**config.mk**
```make
export PLATFORM = sky130hd
export DESIGN_NAME = ram_arbiter
export DESIGN_NICKNAME = d
export VERILOG_FILES = /design/src/rtl/ram_arbiter.sv
export SDC_FILE = /design/constraint.sdc
export NUM_CORES = 1
export LEC_CHECK = 0
export BUFFER_PORTS_ARGS = -buffer_cell sky130_fd_sc_hd__clkbuf_2
export CAP_MARGIN = 5
export CORE_ASPECT_RATIO = 1.1
export CORE_MARGIN = 10
export CORE_UTILIZATION = 25
export DETAILED_ROUTE_END_ITERATION = 7
export GPL_TIMING_DRIVEN = 0
export SYNTH_ARGS = -nofsm -noshare
export SYNTH_HDL_FRONTEND = slang
export SYNTH_SLANG_ARGS = --single-unit
```
**constraint.sdc**
```tcl
create_clock -name clk_ram -period 2.3 [get_ports clk_ram]
set_input_delay 0.46 -clock clk_ram [delete_from_list [all_inputs] [get_ports clk_ram]]
set_output_delay 0.46 -clock clk_ram [all_outputs]
set_load 0.01 [all_outputs]
```
**src/rtl/ram_arbiter.sv**
```systemverilog
// Single-port RAM arbiter shared by the program loader, video scanout and a 6502 CPU.
// Also sequences the CPU reset pulse after power-up and after every program download.
module ram_arbiter #(
  parameter int RESET_CYCLES  = 8,
  parameter int VID_MAX_BURST = 16
) (
  input  logic        clk_ram,
  input  logic        reset,
  input  logic        ld_req,
  input  logic        ld_done,
  input  logic [15:0] ld_addr,
  input  logic [7:0]  ld_wdata,
  input  logic        ld_we,
  input  logic        vid_req,
  input  logic [15:0] vid_addr,
  output logic        vid_rvalid,
  input  logic [15:0] cpu_addr,
  input  logic [7:0]  cpu_wdata,
  input  logic        cpu_we,
  output logic        cpu_rdy,
  output logic        cpu_reset,
  output logic [15:0] ram_addr,
  output logic [7:0]  ram_wdata,
  output logic        ram_we,
  output logic [1:0]  owner
);

  localparam int RST_W = $clog2(RESET_CYCLES + 1);
  localparam int VID_W = $clog2(VID_MAX_BURST + 1);

  typedef enum logic [1:0] {
    OWN_CPU  = 2'd0,
    OWN_VID  = 2'd1,
    OWN_LOAD = 2'd2,
    OWN_CRST = 2'd3
  } owner_t;

  owner_t           owner_q, owner_d;
  logic [RST_W-1:0] rst_cnt_q, rst_cnt_d;
  logic [VID_W-1:0] vid_cnt_q, vid_cnt_d;
  logic             pend_q, pend_d;
  logic             vid_rvalid_q;
  logic             crst_active;

  assign crst_active = (owner_q == OWN_CRST) && (rst_cnt_q != '0);

  always_ff @(posedge clk_ram) begin
    if (reset) begin
      owner_q      <= OWN_CRST;
      rst_cnt_q    <= RST_W'(RESET_CYCLES);
      vid_cnt_q    <= '0;
      pend_q       <= 1'b0;
      vid_rvalid_q <= 1'b0;
    end else begin
      owner_q      <= owner_d;
      rst_cnt_q    <= rst_cnt_d;
      vid_cnt_q    <= vid_cnt_d;
      pend_q       <= pend_d;
      vid_rvalid_q <= (owner_q == OWN_VID);
    end
  end

  // A reboot request is honoured in the same cycle ld_done arrives, so the CPU
  // never gets a cycle against a freshly downloaded but not yet rebooted image.
  always_comb begin
    owner_d   = OWN_CPU;
    rst_cnt_d = rst_cnt_q;
    vid_cnt_d = '0;
    pend_d    = pend_q | ld_done;
    if (ld_req) begin
      owner_d   = OWN_LOAD;
      rst_cnt_d = '0;
      if (crst_active) pend_d = 1'b1;
    end else if (crst_active) begin
      rst_cnt_d = rst_cnt_q - RST_W'(1);
      owner_d   = (rst_cnt_q == RST_W'(1)) ? OWN_CPU : OWN_CRST;
    end else if (pend_q || ld_done) begin
      owner_d   = OWN_CRST;
      rst_cnt_d = RST_W'(RESET_CYCLES);
      pend_d    = 1'b0;
    end else if (vid_req && (vid_cnt_q != VID_W'(VID_MAX_BURST))) begin
      owner_d   = OWN_VID;
      vid_cnt_d = vid_cnt_q + VID_W'(1);
    end
  end

  always_comb begin
    ram_addr  = cpu_addr;
    ram_wdata = cpu_wdata;
    ram_we    = 1'b0;
    cpu_rdy   = 1'b0;
    cpu_reset = 1'b0;
    case (owner_q)
      OWN_CPU: begin
        ram_we  = cpu_we;
        cpu_rdy = 1'b1;
      end
      OWN_VID: begin
        ram_addr = vid_addr;
      end
      OWN_LOAD: begin
        ram_addr  = ld_addr;
        ram_wdata = ld_wdata;
        ram_we    = ld_we;
      end
      default: begin
        cpu_rdy   = 1'b1;
        cpu_reset = 1'b1;
      end
    endcase
    if (reset) begin
      ram_we    = 1'b0;
      cpu_reset = 1'b1;
    end
  end

  assign vid_rvalid = vid_rvalid_q & ~reset;
  assign owner      = owner_q;

endmodule
```
* Word-level counts from Yosys, hierarchy flattened
Index checks and enable logic that the tools add are counted.
** Word-level totals
- Register bits :: 13
- Logic and storage cells :: 48
- Memories :: 0
- Bits of input ports :: 71
- Bits in writable memories :: 0
- Latch bits :: 0
- Memory bits (read-only) :: 0
- Output and inout bits :: 30
** Operators by class
- $add $sub $neg :: 2
- Magnitude comparators :: 0
- Mux-type cells :: 19
- Shifts and indexed selects :: 0
- Bitwise gates (word level) :: 4
- Multiply operators :: 0
- Div/mod/pow operators :: 0
- Equal/unequal tests :: 5
- Reduce and logical (&&, ||, !) cells :: 11
** Operators by type and width (count)
- 16-bit one-hot mux with 2 select lines :: 1
- 4-bit two-way mux :: 3
- 1-bit two-way mux :: 10
- 8-bit two-way mux :: 1
- 2-bit two-way mux :: 3
- 5-bit by 1-bit adder with 5-bit output (second input constant) :: 1
- 5-bit inequality test (second input constant) :: 1
- 5-bit OR reduction :: 1
- 2-bit == test (second input constant) :: 2
- 4-bit by 1-bit == test with 1-bit output (second input constant) :: 1
- 4-bit nonzero test :: 1
- 2-bit OR reduction :: 2
- 4-bit by 1-bit subtractor with 4-bit output (second input constant) :: 1
- 3-bit nonzero test :: 1
- 3-bit OR reduction :: 1
- 2-bit by 1-bit == test with 1-bit output (second input constant) :: 1
- 1-bit logical AND :: 2
- 2-bit logical NOT :: 1
- 1-bit NOT :: 2
- 1-bit one-hot mux with 2 select lines :: 1
- 2-bit nonzero test :: 1
- 1-bit AND :: 1
- 1-bit logical OR :: 1
- 1-bit OR :: 1

* Longest topological paths before layout
Gate-level depths: netlist (run 1).
- Depth after elaboration :: 6
- Depth in mapped cells :: 6
- Depth with buffers taken out :: 6

* Least setup slack after synthesis (run 1)
No wires, ideal clock.
- Path type :: reg-to-output
- Start point :: register owner_q[0] (netlist: owner[0])
- End point :: output port ram_addr[0]
- Data arrival time :: 1.488 ns
- Stages on the path, launching flop included :: 7
- Path buffers :: 2
- Path slack :: 0.352 ns
- Data required time :: 1.840 ns
- Path through :: dfxtp_1 inv_1 ha_1 clkbuf_1 clkbuf_1 nor2_1 a21oi_1
** On the way
- Word-level cells in the longest chain between the ends :: 2
- Elaborated cells between the ends (all ways) :: 3
- Classes of those cells :: eq/ne: 2; mux: 1
** RTL lines
- start, declared :: RTL line 38 : owner_t owner_q, owner_d;
- start signal, assigned :: RTL line 55 : owner_q <= owner_d;
- 2-bit == test or 2-bit by 1-bit == test with 1-bit output (tied branches) :: RTL line 93 : case (owner_q)
- 16-bit one-hot mux with 2 select lines * :: RTL line 93
- end, declared :: RTL line 22 : output logic [15:0] ram_addr,
Every way passes the cells marked *; elsewhere a longest branch is shown, timed or not.

* Final worst setup path (run 1)
- Start point :: register owner_q[0] (netlist: owner[0])
- End point :: output port ram_addr[14]
Same word-level chain as after synthesis.

==> results by group, run 1 <==
Placed design
  – Placed insts: 297
  – Placed cell areas: 1660 um^2
  – RePlAce Congestion: 0.827
  – Place WS: 0.0339 ns
  – Detailed Place HPWL: 4.02 mm
  – # port buffers: 100

Global route
  – Met3 global-route usage: 4.10%
  – Global Route met2 Usage: 18.9%
  – GRT Resource Usage Total: 11.3%
  – Vias in the first global route: 1318
  – Met1 usage: 13.6%
  – Total grt overflow: 0
  – Initial antenna violation count: 0
  – Global route hottest layer: met2
  – Pin count of the biggest net entering global routing: 11
  – Global-route wire length before repair: 6.98 mm

Synth
  – Post-synthesis cell count: 143
  – Yosys warnings: 0
  – Synth area leader: dfxtp_1
  – Synth async-reset ratio: 0%
  – Synth Area in Compound Gates: 28.4%
  – Number of synthesized flops with an enable pin: 0
  – Seq/Total Area, Yosys: 23.9%
  – Xor/xnor cell area share of the yosys netlist: 2.41%
  – Top cells by area, synth: dfxtp_1, a22oi_1, nor2_1
  – Area share of and/or/nand/nor cells after synthesis: 19.5%
  – Synth Area in Adders: 9.18%
  – Syn Area/Cell: 7.62 um^2
  – Ys flop type: dfxtp_1
  – Cell variety after synth: 31
  – Synthesized Nets: 222
  – Largest family of logic cells by synthesized area: compound AO/OA/AOI/OAI gates
  – Seq cells post-synth: 13
  – Mapped Area: 1090 um^2
  – Mux share of post-synthesis cell area: 9.18%
  – Post-synth top area share: 23.9%

STA
  – Achievable Freq: 453 MHz
  – Worst slew margin: 71.9%
  – Final hold viol count: 0
  – Post-route minimum period: 2.21 ns
  – Final Skew: 0.00786 ns
  – RSZ-0062 raised after global routing: false
  – # setup viols final: 0
  – Period utilisation layout: 96.0%
  – Max-slew violation count: 0
  – Final worst slack: 0.0916 ns
  – Worst-Margin Slew: 0.421 ns
  – Setup tns final: 0 ns

CTS
  – Clk sinks: 13
  – Worst-skew pair later-pin latency: 0.24 ns
  – CTS tree: built
  – Clock Path Buffers: 2
  – H-tree Lvls: 1
  – Root Driver: clkbuf_8
  – TritonCTS buffer count: 3
  – Postcts setup bufs: 0
  – Clock-pin slew on the worst setup and hold paths: 0.06 ns

Die
  – Core ar.: 4250 um^2
  – Die height: 89.2 um
  – Initial Util: 25.6%
  – Die Width: 83.0 um
  – Io pins: 101
  – Core Rows: 25
  – Die area: 7400 um^2

Worst setup path
  – WP data required: 1.84 ns
  – CP Data Arrival Time: 1.75 ns
  – CP startpoint kind: flip-flop
  – WS Path Type: reg2out
  – Worst Setup End Kind: primary output
  – CP max FO: 10

Final layout
  – Share of post-route cells with drive strength above 1: 51.2%
  – Non-Filler Instances: 298
  – Most frequent cells in the layout: clkbuf_2, nor2_1, a21oi_1
  – Syn-to-layout area delta: 57.3%
  – ANT cells: 0
  – Post-route design area: 1710 um^2
  – Most common cell after layout, fill and taps aside: clkbuf_2
  – Nets: 324

Status
  – Outcome: complete, no violations

Power and ir drop
  – Peak supply drop: 0.000251 V
  – Sequential share of power: 30.7%
  – Pleak: 0.870 nW
  – Switching Share: 34.6%
  – Logic gate share of total power: 43.9%
  – Int Power: 0.520 mW
  – Clock Power Share: 25.4%
  – NetSw: 0.275 mW
  – Total power: 0.795 mW
  – Pwr/cell area: 464 nW/um^2

Detailed routing
  – Antenna-violating nets left: 0
  – Final wirelength: 4.60 mm
  – Vias: 1389
  – DRT iter0 DRCs: 39
  – Drt wl/cell: 15.4 um
  – Vias per inst: 4.66
  – First drt pass iteration count: 4
  – Post-route DRC: 0

Run
  – Max cap viols: 0

Worst hold path
  – Worst Hold Class: reg2reg
==> stage by stage <==
stage / utilization (%) / hold slack [ns]
floorplan: - / 0.430
global placement: 39.0 / 0.444
detailed placement: 39.0 / 0.472
CTS: 40.1 / 0.482
global route: 40.3 / 0.506
finish: 40.3 / 0.474
==> per-layer routing <==
| metal | vias to the layer above | wire, um |
|---|---|---|
| met2 | 69 | 2190 |
| met4 | 0 | 16 |
| li1 | 706 | - |
| met1 | 612 | 1920 |
| met5 | - | 0 |
| met3 | 2 | 468 |
==> logic make-up after synthesis <==
family	count (synthesis)
buffers and inverters	21
AND/OR/NAND/NOR	43
AO/OA/AOI/OAI	46
XOR/XNOR	3
flip-flops	13
adder cells (fa/ha/maj)	8
multiplexers	9
==> flip-flops by register name (all words and copies together), names as in the netlist <==
register / cells
owner: 2
vid_rvalid_q: 1
pend_q: 1
vid_cnt_q: 5
rst_cnt_q: 4
==> layout make-up <==
class	instances	area, um^2
fillers	449	2540
multi-input cells	109	753
repair buffers	100	500
flip-flops and latches	13	260
well taps	54	67.6
plain buffers	9	52.6
clock buffers	3	41.3
inverters	9	33.8
clock inverters	1	5.00
==> critical path, stage by stage (launching register included) <==
cell      delay, ns
dfxtp_1        0.34
inv_1          0.09
ha_1           0.31
clkbuf_4       0.27
a22oi_1        0.10
a21oi_1        0.21
clkbuf_2       0.18
==> timing repair <==
| action | 4_1_cts | 5_1_grt |
|---|---|---|
| hold buffers | 0 | 0 |
| endpoints found under the setup margin | 21 | 16 |
| pin swaps | 0 | 0 |
| endpoints found under the hold margin | 0 | 0 |
| gates resized for setup | 7 | 5 |
==> cell usage after synthesis (2+ instances only) <==
master     n
xor2_1     2
a21oi_1   19
ha_1       8
nor3b_1    2
dfxtp_1   13
nand3_1    4
clkbuf_1  10
nor2b_1    2
nand2_1    2
a22oi_1   18
nor2_1    27
buf_2      2
mux2_2     8
inv_1      9
==> final timing paths <==
check          startpoint      endpoint  slack, ns  depth (start not counted)
max reg2reg  rst_cnt_q[0]  rst_cnt_q[3]       0.61                          6
min          vid_cnt_q[0]  vid_cnt_q[0]       0.47                          1
min reg2reg  vid_cnt_q[0]  vid_cnt_q[0]       0.47                          1
max              owner[0]  ram_addr[14]       0.09                          6
==> power by group through the flow <==
stage          sequential [mW]  combinational (mW)  clock [mW]
2_1_floorplan            0.248               0.187           0
3_3_place_gp             0.249               0.342           0
3_5_place_dp             0.249               0.344           0
4_1_cts                  0.244               0.349       0.210
5_1_grt                  0.246               0.387       0.221
6_report                 0.244               0.349       0.202
(Power assumes the default switching activity.)
==> inputs of run 2 (changes only) <==
--- a/config.mk
+++ b/config.mk
@@ -8,10 +8,12 @@
 export BUFFER_PORTS_ARGS = -buffer_cell sky130_fd_sc_hd__clkbuf_2
 export CAP_MARGIN = 5
 export CORE_ASPECT_RATIO = 1.1
-export CORE_MARGIN = 10
+export CORE_MARGIN = 2
 export CORE_UTILIZATION = 25
+export CTS_BUF_LIST = sky130_fd_sc_hd__clkbuf_2 sky130_fd_sc_hd__clkbuf_4 sky130_fd_sc_hd__clkbuf_8
 export DETAILED_ROUTE_END_ITERATION = 7
 export GPL_TIMING_DRIVEN = 0
+export HOLD_SLACK_MARGIN = 0.12
 export SYNTH_ARGS = -nofsm -noshare
 export SYNTH_HDL_FRONTEND = slang
 export SYNTH_SLANG_ARGS = --single-unit
==> run 2 against run 1 <==
  * Wire length is 20% lower
  * Fmax is 4.3% higher
  * Worst hold slack worse by 0.016 ns
  * Critical endpoint is now ram_addr[13]
  * Power is 0.99% higher
  * Sequential share of layout area stayed put
  * Via count is 0.36% lower
  * Sequential power hardly changed
  * Non-clock buffer count stayed put
  * Largest power group unchanged
==> results by group, run 2 (synthesis gave the netlist of run 1 again) <==
Power and ir drop
  – Int Power: 0.534 mW
  – Logic gate share of total power: 42.4%
  – Clock Power Share: 27.2%
  – Total power: 0.803 mW
  – NetSw: 0.268 mW
  – Peak supply drop: 0.000241 V
  – Sequential share of power: 30.4%
  – Pwr/cell area: 468 nW/um^2
  – Switching Share: 33.4%
  – Pleak: 0.872 nW

Worst setup path
  – CP delay by family, top: buffers and inverters
  – Crit path cell chain: inv_1 -> ha_1 -> buf_2 -> a22oi_1 -> a21oi_1 -> clkbuf_2
  – CP Data Arrival Time: 1.66 ns
  – CP max stage cell: dfxtp_1
  – Crit path from: owner[1]
  – WP data required: 1.84 ns
  – CP max FO: 10
  – Slowest cell delay on critical path: 0.34 ns
  – CP startpoint kind: flip-flop
  – R2R Setup Slk: 0.62 ns
  – Reg2Reg Depth: 6
  – Reg2reg end: rst_cnt_q[3]
  – Worst Setup End Kind: primary output
  – Worst r2r src: rst_cnt_q[0]
  – WS Path Type: reg2out
  – Worst path bufs/invs: 3

Final layout
  – Syn-to-layout area delta: 57.3%
  – Share of post-route cells with drive strength above 1: 51.2%
  – Most frequent cells in the layout: clkbuf_2, nor2_1, a21oi_1
  – Non-Filler Instances: 298
  – Most common cell after layout, fill and taps aside: clkbuf_2
  – ANT cells: 0
  – Number of flip-flops in the largest register: 5
  – Core Util, Final: 40.3%
  – Biggest register: vid_cnt_q
  – Nets: 324

STA
  – Setup tns final: 0 ns
  – Period utilisation layout: 92.1%
  – # setup viols final: 0
  – Worst-Margin Slew: 0.422 ns
  – Max-slew violation count: 0
  – RSZ-0062 raised after global routing: false
  – Final hold viol count: 0
  – Final Skew: 0.00102 ns
  – Post-route minimum period: 2.12 ns
  – Worst slew margin: 71.9%
  – Achievable Freq: 472 MHz

CTS
  – # hold bufs at CTS: 0
  – Worst-skew pair later-pin latency: 0.24 ns
  – Clock-pin slew on the worst setup and hold paths: 0.06 ns
  – Postcts setup bufs: 0
  – Clock Path Buffers: 2
  – TritonCTS buffer count: 3
  – Root Driver: clkbuf_8
  – CTS tree: built
  – Clk sinks: 13
  – H-tree Lvls: 1

Detailed routing
  – Vias: 1384
  – Post-route DRC: 0
  – First drt pass iteration count: 3
  – Vias per inst: 4.64
  – Final wirelength: 3.70 mm
  – Drt wl/cell: 12.4 um
  – Antenna-violating nets left: 0
  – DRT iter0 DRCs: 60

Global route
  – Total grt overflow: 0
  – GRT Resource Usage Total: 14.4%
  – Global-route wire length before repair: 5.43 mm
  – Vias in the first global route: 1254
  – Pin count of the biggest net entering global routing: 11
  – Initial antenna violation count: 0

Die
  – Core Rows: 25
  – Initial Util: 25.6%
  – Core ar.: 4250 um^2
  – Die height: 73.2 um
  – Die Width: 67.0 um
  – Io pins: 101
  – Die area: 4900 um^2

Worst hold path
  – Hold endpoint: vid_cnt_q[0]
  – Worst Hold Class: reg2reg
  – Hold_sp: vid_cnt_q[0]
  – Hold depth: 1

Placed design
  – Detailed Place HPWL: 3.10 mm
  – Placed insts: 297
  – # port buffers: 100
  – RePlAce Congestion: 0.836

Status
  – Outcome: complete, no violations

Run
  – Max cap viols: 0
-- run 2: repair_timing --
item	CTS	global route
pin swaps	0	0
setup endpoints to repair	20	14
resized for setup	8	3
-- run 2: layer usage --
metal / share of wire, % / up-vias / track usage, %
met5: 0 / - / 0
met4: 1.9 / 0 / 6.12
met3: 10 / 7 / 3.70
met2: 49 / 63 / 25.6
met1: 39 / 610 / 16.2
li1: - / 704 / -
-- run 2: how the worst max path moves through the flow --
stage | to | slack, ns | depth (start not counted)
floorplan | ram_addr[0] | 0.35 | 6
global route | ram_addr[12] | 0.04 | 6
detailed placement | ram_we | 0.08 | 7
global placement | ram_we | 0.06 | 7
CTS | ram_addr[10] | 0.01 | 7
finish | ram_addr[13] | 0.18 | 6
-- run 2: power by group through the flow --
stage | logic [mW] | clock network (mW) | registers, mW
6_report | 0.341 | 0.218 | 0.244
5_1_grt | 0.378 | 0.232 | 0.246
4_1_cts | 0.342 | 0.223 | 0.244
3_5_place_dp | 0.335 | 0 | 0.249
3_3_place_gp | 0.333 | 0 | 0.249
2_1_floorplan | 0.187 | 0 | 0.248
-- run 2: cell type report --
class	instances	area (um^2)
inverter	9	33.8
buffer	9	50.0
tap	54	67.6
fill	452	2540
timing repair buffer	100	500
sequential	13	260
clock buffer	4	48.8
multi-input combinational	109	753
-- run 2: worst reg2reg max path, stage by stage, from the launching register on --
cell and delay, ns:
dfxtp_1 0.39, inv_1 0.06, ha_1 0.24, or3b_4 0.28
nand2_1 0.10, a221o_1 0.33, a21o_1 0.17
-- run 2: through the flow --
step           setup WS, ns  instance area, um^2  hold WS (ns)
3_3_place_gp         0.0623                 1660         0.445
6_report              0.182                 1710         0.458
3_5_place_dp         0.0843                 1660         0.452
4_1_cts              0.0118                 1720         0.465
5_1_grt              0.0359                 1710         0.500
2_1_floorplan         0.352                 1090         0.430
